$ cat config.mk
export PLATFORM = sky130hd
export DESIGN_NAME = axis_window_expand_flat
export DESIGN_NICKNAME = d
export VERILOG_FILES = /design/src/rtl/axis_window_expand_if.sv /design/src/rtl/axis_window_expand.sv /design/src/flat_wrapper.sv
export SDC_FILE = /design/constraint.sdc
export NUM_CORES = 1
export LEC_CHECK = 0
export ABC_AREA = 1
export CAP_MARGIN = 25
export CELL_PAD_IN_SITES_DETAIL_PLACEMENT = 1
export CELL_PAD_IN_SITES_GLOBAL_PLACEMENT = 1
export CORE_MARGIN = 10
export CORE_UTILIZATION = 30
export DETAILED_ROUTE_END_ITERATION = 10
export GPL_TIMING_DRIVEN = 0
export PLACE_DENSITY_LB_ADDON = 0.1
export SYNTH_ARGS = -nofsm -noshare
export SYNTH_HDL_FRONTEND = slang
export SYNTH_SLANG_ARGS = --single-unit
$ cat constraint.sdc
create_clock -name aclk -period 5.6 [get_ports aclk]
set_input_delay 1.12 -clock aclk [delete_from_list [all_inputs] [get_ports aclk]]
set_output_delay 1.12 -clock aclk [all_outputs]
set_load 0.01 [all_outputs]
$ cat src/rtl/axis_window_expand_if.sv
`default_nettype none
// ============================================================================
// Module : axis_window_expand_if
// Brief  : Stream and config bundle for the window expander (slave = DUT side).
// Rev    : 1.0  initial release
// ============================================================================
interface axis_window_expand_if;
    logic [7:0]   cfg;
    logic [127:0] s_axis_tdata;
    logic         s_axis_tvalid;
    logic         s_axis_tready;
    logic [127:0] m_axis_tdata;
    logic         m_axis_tvalid;
    logic         m_axis_tready;
    logic         m_axis_tlast;

    modport slave (
        input  cfg, s_axis_tdata, s_axis_tvalid, m_axis_tready,
        output s_axis_tready, m_axis_tdata, m_axis_tvalid, m_axis_tlast
    );

    modport master (
        output cfg, s_axis_tdata, s_axis_tvalid, m_axis_tready,
        input  s_axis_tready, m_axis_tdata, m_axis_tvalid, m_axis_tlast
    );
endinterface
`default_nettype wire

$ cat src/rtl/axis_window_expand.sv
`default_nettype none
// ============================================================================
// Module : axis_window_expand
// Brief  : Replays one 128-bit word as a window of max(cfg,1) beats; beats after
//          the first keep only bits [127:66], so OR-ing the window restores it.
// Rev    : 1.0  initial release
// ============================================================================
module axis_window_expand (
    input  wire logic           aclk,
    input  wire logic           areset,
    axis_window_expand_if.slave bus
);
    localparam logic [0:0] c_IDLE = 1'b0;
    localparam logic [0:0] c_RUN  = 1'b1;

    logic [0:0]   r_state;
    logic [0:0]   w_next_state;
    logic [127:0] r_word;
    logic [7:0]   r_len;
    logic [7:0]   r_cnt;

    logic         w_last;
    logic         w_m_valid;
    logic         w_beat_done;
    logic         w_s_ready;
    logic         w_load;
    logic [7:0]   w_cfg_len;

    assign w_last      = (r_cnt == (r_len - 8'd1));
    assign w_m_valid   = (r_state == c_RUN);
    assign w_beat_done = w_m_valid & bus.m_axis_tready;
    // Accepting on the final handshake lets back-to-back windows run without bubbles.
    assign w_s_ready   = (r_state == c_IDLE) | (w_beat_done & w_last);
    assign w_load      = bus.s_axis_tvalid & w_s_ready;
    assign w_cfg_len   = (bus.cfg == 8'd0) ? 8'd1 : bus.cfg;

    always_ff @(posedge aclk or posedge areset) begin
        if (areset) begin
            r_state <= c_IDLE;
        end else begin
            r_state <= w_next_state;
        end
    end

    always_comb begin
        w_next_state = r_state;
        case (r_state)
            c_IDLE: begin
                if (bus.s_axis_tvalid) begin
                    w_next_state = c_RUN;
                end
            end
            c_RUN: begin
                if (w_beat_done && w_last && !bus.s_axis_tvalid) begin
                    w_next_state = c_IDLE;
                end
            end
            default: w_next_state = c_IDLE;
        endcase
    end

    always_comb begin
        bus.s_axis_tready = w_s_ready;
        bus.m_axis_tvalid = 1'b0;
        bus.m_axis_tdata  = 128'd0;
        bus.m_axis_tlast  = 1'b0;
        if (r_state == c_RUN) begin
            bus.m_axis_tvalid = 1'b1;
            bus.m_axis_tdata  = (r_cnt == 8'd0) ? r_word : {r_word[127:66], 66'd0};
            bus.m_axis_tlast  = w_last;
        end
    end

    always_ff @(posedge aclk or posedge areset) begin
        if (areset) begin
            r_word <= 128'd0;
            r_len  <= 8'd1;
            r_cnt  <= 8'd0;
        end else if (w_load) begin
            r_word <= bus.s_axis_tdata;
            r_len  <= w_cfg_len;
            r_cnt  <= 8'd0;
        end else if (w_beat_done && !w_last) begin
            r_cnt  <= r_cnt + 8'd1;
        end
    end
endmodule
`default_nettype wire
$ cat src/flat_wrapper.sv
// flat-port wrapper written by rule: the top's interface ports become plain ports
module axis_window_expand_flat 
  (aclk, areset, bus_cfg, bus_s_axis_tdata, bus_s_axis_tvalid, bus_m_axis_tready, bus_s_axis_tready, bus_m_axis_tdata, bus_m_axis_tvalid, bus_m_axis_tlast);
  axis_window_expand_if bus_i ();
  input  wire logic aclk;
  input  wire logic areset;
  input wire logic [$bits(bus_i.cfg)-1:0] bus_cfg;
  input wire logic [$bits(bus_i.s_axis_tdata)-1:0] bus_s_axis_tdata;
  input wire logic [$bits(bus_i.s_axis_tvalid)-1:0] bus_s_axis_tvalid;
  input wire logic [$bits(bus_i.m_axis_tready)-1:0] bus_m_axis_tready;
  output wire logic [$bits(bus_i.s_axis_tready)-1:0] bus_s_axis_tready;
  output wire logic [$bits(bus_i.m_axis_tdata)-1:0] bus_m_axis_tdata;
  output wire logic [$bits(bus_i.m_axis_tvalid)-1:0] bus_m_axis_tvalid;
  output wire logic [$bits(bus_i.m_axis_tlast)-1:0] bus_m_axis_tlast;
  assign bus_i.cfg = bus_cfg;
  assign bus_i.s_axis_tdata = bus_s_axis_tdata;
  assign bus_i.s_axis_tvalid = bus_s_axis_tvalid;
  assign bus_i.m_axis_tready = bus_m_axis_tready;
  assign bus_s_axis_tready = bus_i.s_axis_tready;
  assign bus_m_axis_tdata = bus_i.m_axis_tdata;
  assign bus_m_axis_tvalid = bus_i.m_axis_tvalid;
  assign bus_m_axis_tlast = bus_i.m_axis_tlast;
  axis_window_expand u_core (.aclk(aclk), .areset(areset), .bus(bus_i));
endmodule
==> results of run 1 <==
-- registers in the layout, indices dropped and copies added, names as in the netlist --
name,flops
u_core.r_word,128
u_core.r_state,1
u_core.r_len,8
u_core.r_cnt,8
-- critical path, cell delays in order, from the launching register on --
cell and delay, ns:
sky130_fd_sc_hd__dfrtp_1 0.41, sky130_fd_sc_hd__clkbuf_1 0.54, sky130_fd_sc_hd__inv_1 0.14, sky130_fd_sc_hd__nor4_1 0.29
sky130_fd_sc_hd__nand4_1 0.30, sky130_fd_sc_hd__clkbuf_1 0.31, sky130_fd_sc_hd__buf_1 0.36, sky130_fd_sc_hd__nor2_1 0.21
sky130_fd_sc_hd__clkdlybuf4s50_1 0.64
-- area by class of cell --
class / instances / share of cell area (%)
Timing Repair Buffer: 271 / 25.4
Multi-Input combinational cell: 648 / 23.7
Antenna cell: 3 / 0.0697
Clock inverter: 12 / 1.50
Tap cell: 313 / 3.64
Sequential cell: 145 / 33.7
Clock buffer: 19 / 4.02
Inverter: 159 / 5.61
Buffer: 44 / 2.37
-- placed cells by master, fill, tap and decap left out, types with 3 or more instances in the layout --
| cell type | instances |
|---|---|
| sky130_fd_sc_hd__nand2_1 | 508 |
| sky130_fd_sc_hd__clkdlybuf4s50_1 | 270 |
| sky130_fd_sc_hd__inv_1 | 151 |
| sky130_fd_sc_hd__dfrtp_1 | 144 |
| sky130_fd_sc_hd__nor2_1 | 91 |
| sky130_fd_sc_hd__nand3_1 | 22 |
| sky130_fd_sc_hd__buf_2 | 21 |
| sky130_fd_sc_hd__clkbuf_16 | 17 |
| sky130_fd_sc_hd__clkbuf_1 | 14 |
| sky130_fd_sc_hd__buf_6 | 8 |
| sky130_fd_sc_hd__o21ai_0 | 6 |
| sky130_fd_sc_hd__clkinvlp_4 | 6 |
| sky130_fd_sc_hd__inv_2 | 4 |
| sky130_fd_sc_hd__diode_2 | 3 |
| sky130_fd_sc_hd__clkinv_1 | 3 |
| sky130_fd_sc_hd__nand2_2 | 3 |
| sky130_fd_sc_hd__xor2_1 | 3 |
| sky130_fd_sc_hd__ha_1 | 3 |
| sky130_fd_sc_hd__bufinv_16 | 3 |
-- synthesized netlist by cell type --
library cell / n
sky130_fd_sc_hd__nor2_2: 1
sky130_fd_sc_hd__inv_1: 152
sky130_fd_sc_hd__buf_6: 8
sky130_fd_sc_hd__ha_1: 3
sky130_fd_sc_hd__nor2_1: 91
sky130_fd_sc_hd__dfstp_2: 1
sky130_fd_sc_hd__o21ai_1: 1
sky130_fd_sc_hd__o2111ai_1: 1
sky130_fd_sc_hd__a41oi_1: 1
sky130_fd_sc_hd__dfrtp_1: 144
sky130_fd_sc_hd__nand3b_1: 1
sky130_fd_sc_hd__clkbuf_1: 12
sky130_fd_sc_hd__nand2_2: 3
sky130_fd_sc_hd__xnor2_1: 1
sky130_fd_sc_hd__nand3_1: 22
sky130_fd_sc_hd__nand4_1: 2
sky130_fd_sc_hd__buf_4: 1
sky130_fd_sc_hd__buf_1: 2
sky130_fd_sc_hd__buf_2: 21
sky130_fd_sc_hd__nor3_1: 2
sky130_fd_sc_hd__xor2_1: 3
sky130_fd_sc_hd__clkinv_1: 3
sky130_fd_sc_hd__o21ai_0: 6
sky130_fd_sc_hd__nand2_1: 508
sky130_fd_sc_hd__inv_2: 4
sky130_fd_sc_hd__nor4_1: 2
-- metal layers --
layer | GRT usage, % | up-vias | part of all wire (%)
li1 | - | 3447 | -
met1 | 18.9 | 3248 | 40
met2 | 29.8 | 152 | 50
met3 | 7.32 | 28 | 8.5
met4 | 5.39 | 6 | 1.4
met5 | 0 | - | 0.17
-- power breakdown --
group / internal [W] / total [W] / switching [W] / leakage [nW]
logic: 0.000926 / 0.00189 / 0.000963 / 3.65
registers: 0.00155 / 0.00186 / 0.000314 / 1.82
clock network: 0.000701 / 0.00117 / 0.000470 / 0.268
total: 0.00318 / 0.00492 / 0.00175 / 5.73
-- per-stage QoR --
| stage | hold WS, ns | TNS, ns | setup slack [ns] | total power, W |
|---|---|---|---|---|
| CTS | 0.482 | 0 | 0.812 | 0.00501 |
| global route | 0.499 | 0 | 0.509 | 0.00536 |
| floorplan | 0.449 | 0 | 0.587 | 0.00288 |
| global placement | 0.461 | -288.64 | -2.02 | 0.00373 |
| finish | 0.477 | 0 | 0.856 | 0.00492 |
| detailed placement | 0.465 | 0 | 1.29 | 0.00380 |
-- final timing paths --
path,startpoint,to,slack (ns),cells past startpoint
max,u_core.r_state,bus_m_axis_tdata[33],0.86,8
min,u_core.r_word[99],u_core.r_word[99],0.48,2
max reg2reg,u_core.r_len[0],u_core.r_word[61],3.04,16
min reg2reg,u_core.r_word[99],u_core.r_word[99],0.48,2
max in group asynchronous,areset,u_core.r_word[110],3.68,3
min in group asynchronous,areset,u_core.r_word[55],1.09,2
-- logic make-up after synthesis --
logic type                 after synthesis  share of synthesized area (%)
and+or+nand+nor                        632                           34.5
buffers and inverters                  203                           12.1
DFF                                    145                           51.6
AOI/OAI and AO/OA                        9                          0.747
xor gates and xnor gates                 4                          0.498
adders and majority gates                3                          0.534
==> results.md, run 1 <==
- Result of the run: complete, no violations
- Post-route non-filler standard cell count: around 1600
- Total placed cells including tap cells: between 1500 and 2000
- Final core utilization: roughly 47%
- PortBufs: 270
- Starting DRC count in detailed routing: 264
- TritonCTS clock tree: built
- Height of the die: 173 um
- Storage element area: ~0.0036 mm2
- Endpoints failing setup: 0
- Wirelength, routed: around 26 mm
- Maximum vdd ir drop: ~0.19 mV
- Area share of the largest cell type after synthesis: between 50 and 60%
- Clock transition at path regs: roughly 0.06 ns
- Top cells by area in the synthesized netlist: sky130_fd_sc_hd__dfrtp_1 (51%), sky130_fd_sc_hd__nand2_1 (27%), sky130_fd_sc_hd__inv_1 (8.1%)
- I/O Pins: between 200 and 300
- Global Route Usage Sum: 17.3%
- Effective utilization at floorplan: a little over 30%
- Die boundary width: about 170 um
- PD cells: 457 mW/mm2
- Buffer count from post-CTS setup fixing: 0
- Footprint of the multi-input gates: about 0.0026 mm2
- Post-route antenna net violation count: 0
- Final count of pins violating max slew: 0
- Library cells used by synthesis: 26
- Achievable clock frequency: 211 MHz
- H-tree levels: 4
- Maximum number of pins on one net before global-route repair: 95
- Average footprint of a synthesized cell: about 7.1 um2
- Die Outline Area: approximately 0.030 mm2
- Layout overhead on the synthesized area: 53.1%
- Synthesized instance count: approximately 1000
- Worst hold path type: reg2reg
- Fin crit share: a little over four fifths
- Critical path start-end classification: reg2out
- WL per Instance: between 15 and 20 um
- Number of nets in the synthesized netlist: 1139
- Vias per cell: 4.26
- Setup repair after global routing missed its margin: false
- Startpoint type of the worst setup path: flip-flop
- Deepest clock path buffer count: 2
- Clock root buffer master: sky130_fd_sc_hd__clkbuf_16
- Net count, final: approximately 1400
- Worst Skew: roughly 0.011 ns
- Actual slew at the worst max-slew pin: around 0.67 ns
- Layout cells sized above 1: around 5.4%
- Row Count: 55
- Post-synthesis register bit count: 145
- Data arrival at the endpoint of the critical path: 3.62 ns
- # Max-Cap Violations: 0
- Wire length of the first global-routing pass: 41.0 mm
- Length of the first detailed-routing pass in iterations: 4
- Part of the Yosys area used for sequential elements: roughly 52%
- Number of gates given a new drive strength after cts: 0
- Synth Cell Area: roughly 0.0070 mm2
- Total CTS buffers: 17
- Highest fanout seen on the critical path: 10
- Ys Warns: 0
- Post-synthesis cell type with the largest combined area: sky130_fd_sc_hd__dfrtp_1
- Final hold violations: 0
- Number of remaining DRC errors: 0
- Finished Cell Area: around 0.011 mm2
- Antenna violations before repair: 7
- Number of fill cells: roughly 2900
- Half-perimeter wire length of the detailed placement result: 19.5 mm
- Vias in the first global route: 7422
- Clock tree sinks: 145
- Final min period: approximately 4.7 ns
- Detailed-route via count: a little under 7000
- Post-place instance area: 0.0102 mm2
- RD Place Congestion: ~0.81
- # hold bufs at CTS: 0
- Static Leakage: 5.73 nW
- Clock insertion delay at the later pin of the skew report: about 0.43 ns
- GRT Residual Overflow: 0
- Endpoint required time on the critical path: 4.48 ns
- Critical Path End Type: output pin
- Worst max-slew margin expressed relative to the limit: 55.5%
- Area of the core: between 0.02 and 0.025 mm2
No activity file was read; power rests on OpenSTA's default activity.
==> run 2: changes to the inputs <==
==> constraint.sdc (replaced) <==
create_clock -name aclk -period 4.8 [get_ports aclk]
set_input_delay 0.96 -clock aclk [delete_from_list [all_inputs] [get_ports aclk]]
set_output_delay 0.96 -clock aclk [all_outputs]
set_load 0.01 [all_outputs]
==> run 2 against run 1 <==
First-iteration DRC count rose by 21%. Hold slack improved by 0.0018 ns. Total power up 19%. Worst setup slack worse by 0.42 ns. Die area unchanged. Global-route usage is essentially flat. Non-clock buffer count increased by 2. Clock power up 24%. Register-to-register slack worse by 0.83 ns. Via count is 0.25% lower. Count of clock-buffer cells in the layout is the same. Wire length is 0.38% higher. Largest power group unchanged.
==> results.md, run 2 (synthesis results as in run 1) <==
- Result of the run: complete, no violations (unchanged)
- Clock root buffer master: sky130_fd_sc_hd__clkbuf_16 (unchanged)
- Layout cells sized above 1: 5.77% (was 5.39%)
- Worst Skew: 0.0124 ns (was 0.0112 ns)
- Number of gates given a new drive strength after cts: 0 (unchanged)
- Half-perimeter wire length of the detailed placement result: 19.9 mm (was 19.5 mm)
- Worst max-slew margin expressed relative to the limit: 56.5% (was 55.5%)
- List of cells traversed by the critical path: inv_1, nor4_1, nand4_1, clkbuf_1, buf_1, nor2_1, clkdlybuf4s50_1 (was clkbuf_1, inv_1, nor4_1, nand4_1, clkbuf_1, buf_1, nor2_1, clkdlybuf4s50_1)
- Actual slew at the worst max-slew pin: 0.651 ns (was 0.668 ns)
- RD Place Congestion: 0.787 (was 0.814)
- Starting DRC count in detailed routing: 319 (was 264)
- Die Outline Area: 0.0300 mm2 (unchanged)
- Largest register by flop count: u_core.r_word (unchanged)
- Setup tns final: 0 ns (unchanged)
- RR Endpoint: u_core.r_word[68] (was u_core.r_word[61])
- Depth of the worst register-to-register path: 16 (unchanged)
- Final count of pins violating max slew: 0 (unchanged)
- Startpoint type of the worst setup path: flip-flop (unchanged)
- Detailed-route via count: 6864 (was 6881)
- Effective utilization at floorplan: 30.8% (unchanged)
- Data arrival at the endpoint of the critical path: 3.41 ns (was 3.62 ns)
- Final hold violations: 0 (unchanged)
- Critical path start-end classification: reg2out (unchanged)
- TritonCTS clock tree: built (unchanged)
- Wire length of the first global-routing pass: 41.0 mm (about the same)
- Cell class contributing the biggest share of worst-path delay: buffers and inverters (unchanged)
- Static Leakage: 5.78 nW (was 5.73 nW)
- Clock tree sinks: 145 (unchanged)
- Biggest registers after layout: u_core.r_word (128), u_core.r_cnt (8), u_core.r_len (8) (unchanged)
- H-tree levels: 4 (unchanged)
- Global Route Usage Sum: 17.3% (about the same)
- Clock insertion delay at the later pin of the skew report: 0.42 ns (was 0.43 ns)
- Maximum number of pins on one net before global-route repair: 36 (was 95)
- Worst Min Path Start: u_core.r_word[26] (was u_core.r_word[99])
- Buffer count from post-CTS setup fixing: 0 (unchanged)
- Worst hold path type: reg2reg (unchanged)
- PortBufs: 270 (unchanged)
- Vias per cell: 4.25 (was 4.26)
- Deepest clock path buffer count: 2 (unchanged)
- Die boundary width: 173 um (unchanged)
- Maximum vdd ir drop: 0.187 mV (was 0.190 mV)
- Row Count: 55 (unchanged)
- Hold Path Cell Cnt: 2 (unchanged)
- Number of fill cells: 2867 (was 2875)
- Buf+Inv Stages, Crit Path: 4 (was 5)
- Final min period: roughly 4.4 ns
- Area of the core: 0.0228 mm2 (unchanged)
- Worst path max stage delay: 0.73 ns (was 0.64 ns)
- WL per Instance: 16.1 um (was 16.0 um)
- Critical Path End Type: output pin (unchanged)
- Slowest library cell on the worst path: sky130_fd_sc_hd__dfrtp_1 (was sky130_fd_sc_hd__clkdlybuf4s50_1)
- Number of flip-flops in the largest register: 128 (unchanged)
- Endpoints failing setup: 0 (unchanged)
- Clock transition at path regs: 0.06 ns (about the same)
- Launch point of the worst reg-to-reg path: u_core.r_len[0] (unchanged)
- Length of the first detailed-routing pass in iterations: 4 (unchanged)
- PD cells: 538 mW/mm2 (was 457 mW/mm2)
- # Max-Cap Violations: 0 (unchanged)
- Most used cells in the layout excluding fill and tap cells: sky130_fd_sc_hd__nand2_1 (508), sky130_fd_sc_hd__clkdlybuf4s50_1 (270), sky130_fd_sc_hd__inv_1 (151) (unchanged)
- End point of the most critical hold path: u_core.r_word[26] (was u_core.r_word[99])
- Achievable clock frequency: roughly 230 MHz
- GRT Residual Overflow: 0 (unchanged)
- Wirelength, routed: 25.9 mm (was 25.8 mm)
- Post-route antenna net violation count: 0 (unchanged)
- Vias in the first global route: 7226 (was 7422)
- I/O Pins: 271 (unchanged)
- Worst-case hold slack: 0.479 ns (was 0.477 ns)
- Height of the die: 173 um (unchanged)
- Total CTS buffers: 17 (unchanged)
- Setup repair after global routing missed its margin: false (unchanged)
- Highest fanout seen on the critical path: 13 (was 10)
- Final core utilization: 47.5% (was 47.1%)
- # hold bufs at CTS: 0 (unchanged)
- Layout overhead on the synthesized area: 54.2% (was 53.1%)
- Fin crit share: 91.0%
- Antenna violations before repair: 1 (was 7)
- Net count, final: 1431 (was 1429)
- Number of remaining DRC errors: 0 (unchanged)
- Endpoint required time on the critical path: 3.84 ns (was 4.48 ns)
- Register-to-register setup slack: 2.21 ns (was 3.04 ns)
- Most frequent standard cell in the layout excluding fill and tap cells: sky130_fd_sc_hd__nand2_1 (unchanged)
## run 2: worst max-delay path by stage
stage / start / endpoint / slack (ns) / cells past startpoint
5_1_grt: u_core.r_state / bus_m_axis_tdata[30] / 0.13 / 7
3_5_place_dp: u_core.r_state / bus_m_axis_tdata[34] / 0.54 / 8
2_1_floorplan: areset / u_core.r_cnt[0] / 2.02 / 1
3_3_place_gp: areset / u_core.r_word[126] / 0.43 / 2
4_1_cts: u_core.r_state / bus_m_axis_tdata[34] / 0.08 / 8
6_report: u_core.r_state / bus_m_axis_tdata[34] / 0.43 / 7
## run 2: layout make-up
class,count,area (um2),share of cell area (%)
flip-flops and latches,145,3630,33.5
multi-input cells,648,2550,23.5
plain buffers,43,251,2.32
inverters,159,601,5.54
diodes,1,2.50,0.0231
well taps,313,392,3.61
clock buffers,19,453,4.18
clock inverters,12,183,1.68
repair buffers,274,2780,25.7
## run 2: worst register-to-register path, stage by stage, from the launching register on
cell and delay [ns]:
sky130_fd_sc_hd__dfstp_2 0.56, sky130_fd_sc_hd__inv_2 0.07, sky130_fd_sc_hd__ha_1 0.30, sky130_fd_sc_hd__xnor2_1 0.13, sky130_fd_sc_hd__nor2_1 0.11, sky130_fd_sc_hd__nand2_1 0.06
sky130_fd_sc_hd__nor2_1 0.11, sky130_fd_sc_hd__nand2_1 0.07, sky130_fd_sc_hd__nor2_2 0.10, sky130_fd_sc_hd__nand3_1 0.10, sky130_fd_sc_hd__nand2_2 0.10, sky130_fd_sc_hd__nand2_2 0.09
sky130_fd_sc_hd__inv_2 0.20, sky130_fd_sc_hd__buf_6 0.24, sky130_fd_sc_hd__buf_6 0.17, sky130_fd_sc_hd__nand2_1 0.07, sky130_fd_sc_hd__nand2_1 0.06
## run 2: power by group
group	total (W)	switching, W	internal (W)
Combinational	0.00222	0.00114	0.00108
Clock	0.00145	0.000549	0.000898
Sequential	0.00217	0.000361	0.00181
Total	0.00584	0.00205	0.00379
## run 2: through the flow
stage	power [W]	worst slack, ns	instance area [um2]	std cells
final	0.00584	0.434	10800	1614
after global routing	0.00635	0.131	10800	1613
after CTS	0.00594	0.0816	10800	1614
after detailed placement	0.00444	0.540	10200	1583
after global placement	0.00436	0.427	10100	1579
after floorplan	0.00336	2.02	7040	996
## run 2: per-layer routing
metal / global-route usage [%] / part of all wire [%]
met2: 30.3 / 51
met1: 19.0 / 40
met3: 7.56 / 8.4
met4: 3.88 / 0.75
met5: 0 / 0.050
